<file path="src/rtl/clint_pkg.sv">
// Shared definitions for the CLINT: register offsets, response codes,
// register selector and helpers for address decode and byte-masked writes.
package clint_pkg;

   localparam logic [15:0] OFF_MSIP        = 16'h0000;
   localparam logic [15:0] OFF_MTIMECMP_LO = 16'h4000;
   localparam logic [15:0] OFF_MTIMECMP_HI = 16'h4004;
   localparam logic [15:0] OFF_MTIME_LO    = 16'hBFF8;
   localparam logic [15:0] OFF_MTIME_HI    = 16'hBFFC;

   typedef enum logic [1:0] {
      RESP_OKAY   = 2'b00,
      RESP_DECERR = 2'b11
   } resp_e;

   typedef enum logic [2:0] {
      REG_NONE    = 3'd0,
      REG_MSIP    = 3'd1,
      REG_CMP_LO  = 3'd2,
      REG_CMP_HI  = 3'd3,
      REG_TIME_LO = 3'd4,
      REG_TIME_HI = 3'd5
   } reg_sel_e;

   // Map a byte address to a register; addr[1:0] is ignored.
   function automatic reg_sel_e clint_decode(input logic [31:0] addr,
                                             input logic [15:0] base_hi);
      reg_sel_e sel;
      sel = REG_NONE;
      if (addr[31:16] == base_hi) begin
         case ({addr[15:2], 2'b00})
            OFF_MSIP:        sel = REG_MSIP;
            OFF_MTIMECMP_LO: sel = REG_CMP_LO;
            OFF_MTIMECMP_HI: sel = REG_CMP_HI;
            OFF_MTIME_LO:    sel = REG_TIME_LO;
            OFF_MTIME_HI:    sel = REG_TIME_HI;
            default:         sel = REG_NONE;
         endcase
      end else begin
         sel = REG_NONE;
      end
      return sel;
   endfunction

   // Replace the bytes of old_v selected by strb with the bytes of new_v.
   function automatic logic [31:0] strb_merge(input logic [31:0] old_v,
                                              input logic [31:0] new_v,
                                              input logic [3:0]  strb);
      logic [31:0] res;
      res = old_v;
      for (int b = 0; b < 4; b++) begin
         if (strb[b]) begin
            res[8*b +: 8] = new_v[8*b +: 8];
         end else begin
            res[8*b +: 8] = old_v[8*b +: 8];
         end
      end
      return res;
   endfunction

endpackage

</file>
<file path="src/rtl/clint_timer.sv">
// Timer core of the CLINT: prescaler, 64-bit mtime, 64-bit mtimecmp and the
// registered comparison that drives the timer interrupt. A software write to
// either half of mtime suppresses the tick increment on that edge.
module clint_timer
   import clint_pkg::*;
#(
   parameter int unsigned TICK_DIV = 1
) (
   input  logic        clk_i,
   input  logic        rst_ni,
   input  logic [31:0] wdata_i,
   input  logic [3:0]  wstrb_i,
   input  logic        mtime_lo_we_i,
   input  logic        mtime_hi_we_i,
   input  logic        cmp_lo_we_i,
   input  logic        cmp_hi_we_i,
   output logic [63:0] mtime_o,
   output logic [63:0] mtimecmp_o,
   output logic        timer_int_o
);

   logic [31:0] presc_q, presc_d;
   logic [63:0] mtime_q, mtime_d;
   logic [63:0] cmp_q, cmp_d;
   logic        timer_int_q, timer_int_d;
   logic        tick_s;

   assign tick_s = (presc_q == (TICK_DIV - 32'd1));

   // Prescaler wraps after TICK_DIV cycles.
   always_comb begin
      presc_d = presc_q;
      if (tick_s) begin
         presc_d = 32'd0;
      end else begin
         presc_d = presc_q + 32'd1;
      end
   end

   // mtime: software write wins over the tick on the same edge.
   always_comb begin
      mtime_d = mtime_q;
      if (mtime_lo_we_i || mtime_hi_we_i) begin
         if (mtime_lo_we_i) begin
            mtime_d[31:0] = strb_merge(mtime_q[31:0], wdata_i, wstrb_i);
         end else begin
            mtime_d[31:0] = mtime_q[31:0];
         end
         if (mtime_hi_we_i) begin
            mtime_d[63:32] = strb_merge(mtime_q[63:32], wdata_i, wstrb_i);
         end else begin
            mtime_d[63:32] = mtime_q[63:32];
         end
      end else if (tick_s) begin
         mtime_d = mtime_q + 64'd1;
      end else begin
         mtime_d = mtime_q;
      end
   end

   // mtimecmp halves are updated independently by byte-masked writes.
   always_comb begin
      cmp_d = cmp_q;
      if (cmp_lo_we_i) begin
         cmp_d[31:0] = strb_merge(cmp_q[31:0], wdata_i, wstrb_i);
      end else begin
         cmp_d[31:0] = cmp_q[31:0];
      end
      if (cmp_hi_we_i) begin
         cmp_d[63:32] = strb_merge(cmp_q[63:32], wdata_i, wstrb_i);
      end else begin
         cmp_d[63:32] = cmp_q[63:32];
      end
   end

   // Interrupt reflects the already-updated registers, one cycle behind them.
   always_comb begin
      timer_int_d = (mtime_q >= cmp_q);
   end

   // State registers with asynchronous reset.
   always_ff @(posedge clk_i or negedge rst_ni) begin
      if (!rst_ni) begin
         presc_q     <= 32'd0;
         mtime_q     <= 64'd0;
         cmp_q       <= 64'hFFFF_FFFF_FFFF_FFFF;
         timer_int_q <= 1'b0;
      end else begin
         presc_q     <= presc_d;
         mtime_q     <= mtime_d;
         cmp_q       <= cmp_d;
         timer_int_q <= timer_int_d;
      end
   end

   assign mtime_o     = mtime_q;
   assign mtimecmp_o  = cmp_q;
   assign timer_int_o = timer_int_q;

endmodule

</file>
<file path="src/rtl/axi_clint.sv">
// AXI4-Lite responder for the core-local interruptor. Holds the read channel,
// the independent AW/W holding registers, the write response, msip, and the
// address decode; the counter/compare logic lives in clint_timer.
module axi_clint
   import clint_pkg::*;
#(
   parameter logic [31:0] BASE_ADDR = 32'h0200_0000,
   parameter int unsigned TICK_DIV  = 1
) (
   input  logic        aclk,
   input  logic        areset,
   input  logic        arvalid,
   output logic        arready,
   input  logic [31:0] araddr,
   input  logic [2:0]  arprot,
   output logic        rvalid,
   input  logic        rready,
   output logic [31:0] rdata,
   output logic [1:0]  rresp,
   input  logic [31:0] awaddr,
   input  logic [2:0]  awprot,
   input  logic        awvalid,
   output logic        awready,
   input  logic [31:0] wdata,
   input  logic [3:0]  wstrb,
   input  logic        wvalid,
   output logic        wready,
   output logic [1:0]  bresp,
   output logic        bvalid,
   input  logic        bready,
   output logic        timer_int,
   output logic        soft_int
);

   logic        rvalid_q, rvalid_d;
   logic [31:0] rdata_q, rdata_d;
   resp_e       rresp_q, rresp_d;
   logic        aw_held_q, aw_held_d;
   logic [31:0] awaddr_q, awaddr_d;
   logic        w_held_q, w_held_d;
   logic [31:0] wdata_q, wdata_d;
   logic [3:0]  wstrb_q, wstrb_d;
   logic        bvalid_q, bvalid_d;
   resp_e       bresp_q, bresp_d;
   logic        msip_q, msip_d;

   logic        ar_hs_s, aw_hs_s, w_hs_s, commit_s;
   reg_sel_e    rd_sel_s, wr_sel_s;
   logic [31:0] rd_data_s;
   resp_e       rd_resp_s;
   logic [31:0] wr_addr_s, wr_data_s;
   logic [3:0]  wr_strb_s;
   logic [63:0] mtime_s, mtimecmp_s;
   logic        timer_int_s;
   logic        unused_s;

   assign unused_s = ^{arprot, awprot};

   assign arready = ~rvalid_q;
   assign awready = ~aw_held_q & ~bvalid_q;
   assign wready  = ~w_held_q & ~bvalid_q;

   assign ar_hs_s = arvalid & arready;
   assign aw_hs_s = awvalid & awready;
   assign w_hs_s  = wvalid & wready;

   // Address and data of the write come from the holding regs if already
   // captured, otherwise from the bus on the handshaking cycle.
   assign wr_addr_s = aw_held_q ? awaddr_q : awaddr;
   assign wr_data_s = w_held_q ? wdata_q : wdata;
   assign wr_strb_s = w_held_q ? wstrb_q : wstrb;
   assign commit_s  = (aw_held_q | aw_hs_s) & (w_held_q | w_hs_s) & ~bvalid_q;

   assign rd_sel_s = clint_decode(araddr, BASE_ADDR[31:16]);
   assign wr_sel_s = clint_decode(wr_addr_s, BASE_ADDR[31:16]);

   // Read mux over the current (pre-update) register values.
   always_comb begin
      rd_data_s = 32'd0;
      rd_resp_s = RESP_OKAY;
      case (rd_sel_s)
         REG_MSIP:    rd_data_s = {31'd0, msip_q};
         REG_CMP_LO:  rd_data_s = mtimecmp_s[31:0];
         REG_CMP_HI:  rd_data_s = mtimecmp_s[63:32];
         REG_TIME_LO: rd_data_s = mtime_s[31:0];
         REG_TIME_HI: rd_data_s = mtime_s[63:32];
         default: begin
            rd_data_s = 32'd0;
            rd_resp_s = RESP_DECERR;
         end
      endcase
   end

   // Read channel: capture on AR handshake, hold until R handshake.
   always_comb begin
      rvalid_d = rvalid_q;
      rdata_d  = rdata_q;
      rresp_d  = rresp_q;
      if (ar_hs_s) begin
         rvalid_d = 1'b1;
         rdata_d  = rd_data_s;
         rresp_d  = rd_resp_s;
      end else if (rvalid_q && rready) begin
         rvalid_d = 1'b0;
      end else begin
         rvalid_d = rvalid_q;
      end
   end

   // Write holding regs fill on their own handshake and empty on commit.
   always_comb begin
      aw_held_d = aw_held_q;
      awaddr_d  = awaddr_q;
      w_held_d  = w_held_q;
      wdata_d   = wdata_q;
      wstrb_d   = wstrb_q;
      if (commit_s) begin
         aw_held_d = 1'b0;
         w_held_d  = 1'b0;
      end else begin
         if (aw_hs_s) begin
            aw_held_d = 1'b1;
            awaddr_d  = awaddr;
         end else begin
            aw_held_d = aw_held_q;
         end
         if (w_hs_s) begin
            w_held_d = 1'b1;
            wdata_d  = wdata;
            wstrb_d  = wstrb;
         end else begin
            w_held_d = w_held_q;
         end
      end
   end

   // Write response raised on commit, dropped on B handshake.
   always_comb begin
      bvalid_d = bvalid_q;
      bresp_d  = bresp_q;
      if (commit_s) begin
         bvalid_d = 1'b1;
         bresp_d  = (wr_sel_s == REG_NONE) ? RESP_DECERR : RESP_OKAY;
      end else if (bvalid_q && bready) begin
         bvalid_d = 1'b0;
      end else begin
         bvalid_d = bvalid_q;
      end
   end

   // msip keeps only bit 0; the remaining bits read as zero.
   always_comb begin
      msip_d = msip_q;
      if (commit_s && (wr_sel_s == REG_MSIP) && wr_strb_s[0]) begin
         msip_d = wr_data_s[0];
      end else begin
         msip_d = msip_q;
      end
   end

   // AXI-side state registers with asynchronous reset.
   always_ff @(posedge aclk or negedge areset) begin
      if (!areset) begin
         rvalid_q  <= 1'b0;
         rdata_q   <= 32'd0;
         rresp_q   <= RESP_OKAY;
         aw_held_q <= 1'b0;
         awaddr_q  <= 32'd0;
         w_held_q  <= 1'b0;
         wdata_q   <= 32'd0;
         wstrb_q   <= 4'd0;
         bvalid_q  <= 1'b0;
         bresp_q   <= RESP_OKAY;
         msip_q    <= 1'b0;
      end else begin
         rvalid_q  <= rvalid_d;
         rdata_q   <= rdata_d;
         rresp_q   <= rresp_d;
         aw_held_q <= aw_held_d;
         awaddr_q  <= awaddr_d;
         w_held_q  <= w_held_d;
         wdata_q   <= wdata_d;
         wstrb_q   <= wstrb_d;
         bvalid_q  <= bvalid_d;
         bresp_q   <= bresp_d;
         msip_q    <= msip_d;
      end
   end

   clint_timer #(
      .TICK_DIV (TICK_DIV)
   ) u_timer (
      .clk_i         (aclk),
      .rst_ni        (areset),
      .wdata_i       (wr_data_s),
      .wstrb_i       (wr_strb_s),
      .mtime_lo_we_i (commit_s && (wr_sel_s == REG_TIME_LO)),
      .mtime_hi_we_i (commit_s && (wr_sel_s == REG_TIME_HI)),
      .cmp_lo_we_i   (commit_s && (wr_sel_s == REG_CMP_LO)),
      .cmp_hi_we_i   (commit_s && (wr_sel_s == REG_CMP_HI)),
      .mtime_o       (mtime_s),
      .mtimecmp_o    (mtimecmp_s),
      .timer_int_o   (timer_int_s)
   );

   assign rvalid    = rvalid_q;
   assign rdata     = rdata_q;
   assign rresp     = rresp_q;
   assign bvalid    = bvalid_q;
   assign bresp     = bresp_q;
   assign timer_int = timer_int_s;
   assign soft_int  = msip_q;

endmodule

</file>
<file path="config.mk">
export PLATFORM = sky130hd
export DESIGN_NAME = axi_clint
export DESIGN_NICKNAME = d
export VERILOG_FILES = /design/src/rtl/clint_pkg.sv /design/src/rtl/clint_timer.sv /design/src/rtl/axi_clint.sv
export SDC_FILE = /design/constraint.sdc
export NUM_CORES = 1
export LEC_CHECK = 0
export CAP_MARGIN = 20
export CORE_MARGIN = 3
export CORE_UTILIZATION = 25
export CTS_CLUSTER_SIZE = 16
export DETAILED_ROUTE_END_ITERATION = 10
export GPL_ROUTABILITY_DRIVEN = 0
export GPL_TIMING_DRIVEN = 0
export PLACE_DENSITY = 0.53
export RECOVER_POWER = 25
export SYNTH_ARGS = -nofsm -noshare
export SYNTH_HDL_FRONTEND = slang
export SYNTH_SLANG_ARGS = --single-unit
</file>
<file path="constraint.sdc">
create_clock -name aclk -period 2.56 [get_ports aclk]
set_clock_uncertainty 0.2 [all_clocks]
set_input_delay 0.384 -clock aclk [delete_from_list [all_inputs] [get_ports aclk]]
set_output_delay 0.384 -clock aclk [all_outputs]
set_load 0.02 [all_outputs]
</file>
==> impl_metrics.toml <==
[clock_tree]
h-tree-depth = 2
cts_buffer_depth = 3
cts_root_buffer = "clkbuf_16"
clock_latency_ns = 0.55
clock_sinks = 266
path_clk_slew_ns = 0.05
cts_buffers = 36
cts_tree = "yes"

[synth]
synth_mux_area_share_pct = 9.059
ys_seq_area_share_pct = 44.34
ys.flop_type = "dfrtp_1"
syn_area_um2 = 15190
synth_edf_count = 0
synthXorXnorAreaFrac_pct = 1.902
ys.warnings.count = 0
synth_cell_types = 74
syn_nets = 1758
synth-seq-cells = 266
synth_compound_area_share_pct = 15.84
syn_inst = 1578
synth-adder-area-share_pct = 5.518
synthArstFlopShare_pct = 100.0
avgSynthCellArea_um2 = 9.628
synthSimpleGateAreaFrac_pct = 19.28
synth_top_family_by_area = "simple AND/OR/NAND/NOR gates"

[sta]
finalCritPeriodShare_pct = 106.9
maxSlewViolCount = 0
fmax_mhz = 365.5
finalSetupViolCount = 100
worst_pin_slew_ns = 0.8417
hold_ws_ns = 0.1744
rsz0062_at_grt = "true"
finalHoldViolCount = 0
min_period_ns = 2.736
worst_slew_margin_rel_pct = 42.28
worst_slack_ns = -0.1756

[cells_and_area]
nNetsFinal = 2082
design_area_um2 = 22380
synthToLayoutAreaGrowth_pct = 47.28
drive_gt1_share_pct = 36.36

[global_route]
grt_pass1_wl_um = 89180
grt.total_usage_pct = 18.16
grt.overflow.total = 0
grt_pass1_vias = 14560
grt_max_degree = 121
antenna_found_initial = 5

[floorplan]
pin_count = 156
die_x_um = 252.5
start_util_pct = 25.50
dieArea_um2 = 63770
core_um2 = 59580
die_h_um = 252.5
row_count = 89

[run_status]
violations = "negative setup slack"
status = "complete, but fails checks"

[drt]
postRouteWirelength_um = 60030
vias = 14620
drt_iter0_drc = 1474
wire_per_inst_um = 22.21
drcViolationCount = 0
via_per_inst = 5.408
antenna_left = 0
dr.pass1.iters = 5

[placed_design]
dp_hpwl_um = 41190
place_area_um2 = 17800
io_buffers = 145

[setup_path]
r2r_cells = 12
path_class = "register to register"
required_ns = 2.80
startpoint_type = "register"
reg2reg_to = "u_timer.mtimecmp_o[22]$_DFFE_PN1P_"
cp.arrival_ns = 2.97
reg2reg_slack_ns = -0.18
r2r_start = "aw_held_q$_DFFE_PN0P_"
path_max_fanout = 8
endpoint_kind = "register"

[power]
ir_worst_vdd_uv = 705.1
leakage_nw = 8.610
powerDensity_nw_per_um2 = 638.4
power_w = 0.01429

[worst_hold_path]
holdCritPathClass = "input port to async pin"

[job]
cap_violations = 0
[critical path, cell delays in order, from the launching register on]
cell and delay (ns):
dfrtp_1 0.38, buf_6 0.16, buf_8 0.13, nor4b_2 0.26, nand2_2 0.13, buf_4 0.18, a211oi_4 0.32, and3_4 0.35
buf_12 0.14, nand2_8 0.08, buf_6 0.17, nand2_2 0.06, o21ai_2 0.05
[cell type report]
cell class / instances / area, µm²
fill: 5783 / 37200
multi-input combinational: 1162 / 9467
sequential: 266 / 6777
timing repair buffer: 292 / 3015
clock buffer: 56 / 1109
tap: 773 / 967.2
buffer: 64 / 633.1
inverter: 80 / 302.8
clock inverter: 8 / 101.3
antenna: 2 / 5.005
[worst max path at each step]
| stage | start | end | slack, ns | depth (start not counted) |
|---|---|---|---|---|
| after floorplan | awaddr[30] | u_timer.mtime_o[62]$_DFFE_PN0P_ | -0.02 | 8 |
| after global placement | areset | rdata[8]$_DFFE_PN0P_ | -11.12 | 1 |
| after detailed placement | araddr[7] | rdata[6]$_DFFE_PN0P_ | -1.81 | 8 |
| after CTS | awaddr_q[22]$_DFFE_PN0P_ | u_timer.mtime_o[62]$_DFFE_PN0P_ | -0.14 | 9 |
| after global routing | aw_held_q$_DFFE_PN0P_ | u_timer.mtimecmp_o[22]$_DFFE_PN1P_ | -0.26 | 12 |
| final | aw_held_q$_DFFE_PN0P_ | u_timer.mtimecmp_o[22]$_DFFE_PN1P_ | -0.18 | 12 |
[stage by stage]
stage	std cells	worst slack (ns)	setup TNS [ns]	util (%)
after floorplan	1578	-0.01928	-0.01928	-
after global placement	2496	-11.12	-2959.04	29.65
after detailed placement	2503	-1.809	-210.79	29.89
after CTS	2666	-0.1405	-2.990	35.58
after global routing	2701	-0.2589	-16.36	37.55
final	2703	-0.1756	-6.695	37.56
[sequential cells by signal (all words and copies together), names as in the netlist, 4 cells and up]
| signal | flops |
|---|---|
| u_timer.mtime_o | 64 |
| wstrb_q | 4 |
| u_timer.presc_q | 32 |
| awaddr_q | 30 |
| u_timer.mtimecmp_o | 64 |
| rdata | 32 |
| wdata_q | 32 |
[power by group]
| group | internal (W) | switching [W] |
|---|---|---|
| clock | 0.00317 | 0.00196 |
| combinational | 0.00170 | 0.00202 |
| sequential | 0.00487 | 0.000565 |
| total | 0.00974 | 0.00454 |
[what timing repair did]
item                                    CTS  global route
endpoints found under the setup margin  234           160
hold buffers                              1             0
gates resized for setup                 358           261
pin swaps                                68            85
gates cloned                              8             6
buffers inserted                         96            35
hold endpoints to repair                 50             0
[routing by layer]
layer | track usage (%) | up-vias | part of all wire, %
met2 | 28.58 | 691 | 45
li1 | - | 6556 | -
met3 | 4.384 | 175 | 8.9
met4 | 8.734 | 8 | 5.0
met5 | 0 | - | 0.072
met1 | 23.45 | 7187 | 41
[cell usage in the layout, fill, tap and decap left out, types with 14 or more instances in the layout]
cell / n
nand2_2: 36
xnor2_1: 23
dfrtp_1: 170
clkbuf_1: 23
and3_1: 19
clkdlybuf4s50_1: 142
mux2_2: 79
inv_1: 76
o21ai_2: 40
a221oi_1: 34
a21oi_1: 49
buf_4: 92
and4_1: 14
clkbuf_16: 43
mux2i_1: 40
o21ai_1: 38
o21ai_0: 53
nand3_1: 48
nor2_1: 45
buf_6: 38
a22o_1: 33
nor4_1: 23
a21oi_2: 17
ha_1: 61
nor3_1: 21
buf_8: 19
dfrtp_2: 32
nand4_1: 47
buf_12: 15
nand2_1: 154
dfstp_2: 64
[cells by family after synthesis]
family	Yosys count
simple gates	565
buf+inv	153
flops	266
xor+xnor	33
compound gates	367
fa+ha+maj	67
mux	127
[synth_stat cells (18+ instances only)]
cell	n	share of area, %
dfstp_2	64	11
ha_1	67	5.5
inv_1	80	2.0
o21ai_0	128	4.2
xnor2_1	24	1.4
clkbuf_1	45	1.1
nor3_1	39	1.3
a21oi_1	67	2.2
a221oi_1	35	2.0
mux2_2	84	6.2
and3_1	25	1.0
dfrtp_1	202	33
nand2_1	208	5.1
nand4_1	47	1.9
nor2_1	52	1.3
nand3_1	56	1.8
buf_2	18	0.59
nor4_1	45	1.9
mux2i_1	43	2.8
a22o_1	33	1.9
Note: power is estimated with default switching activity, not from simulation.
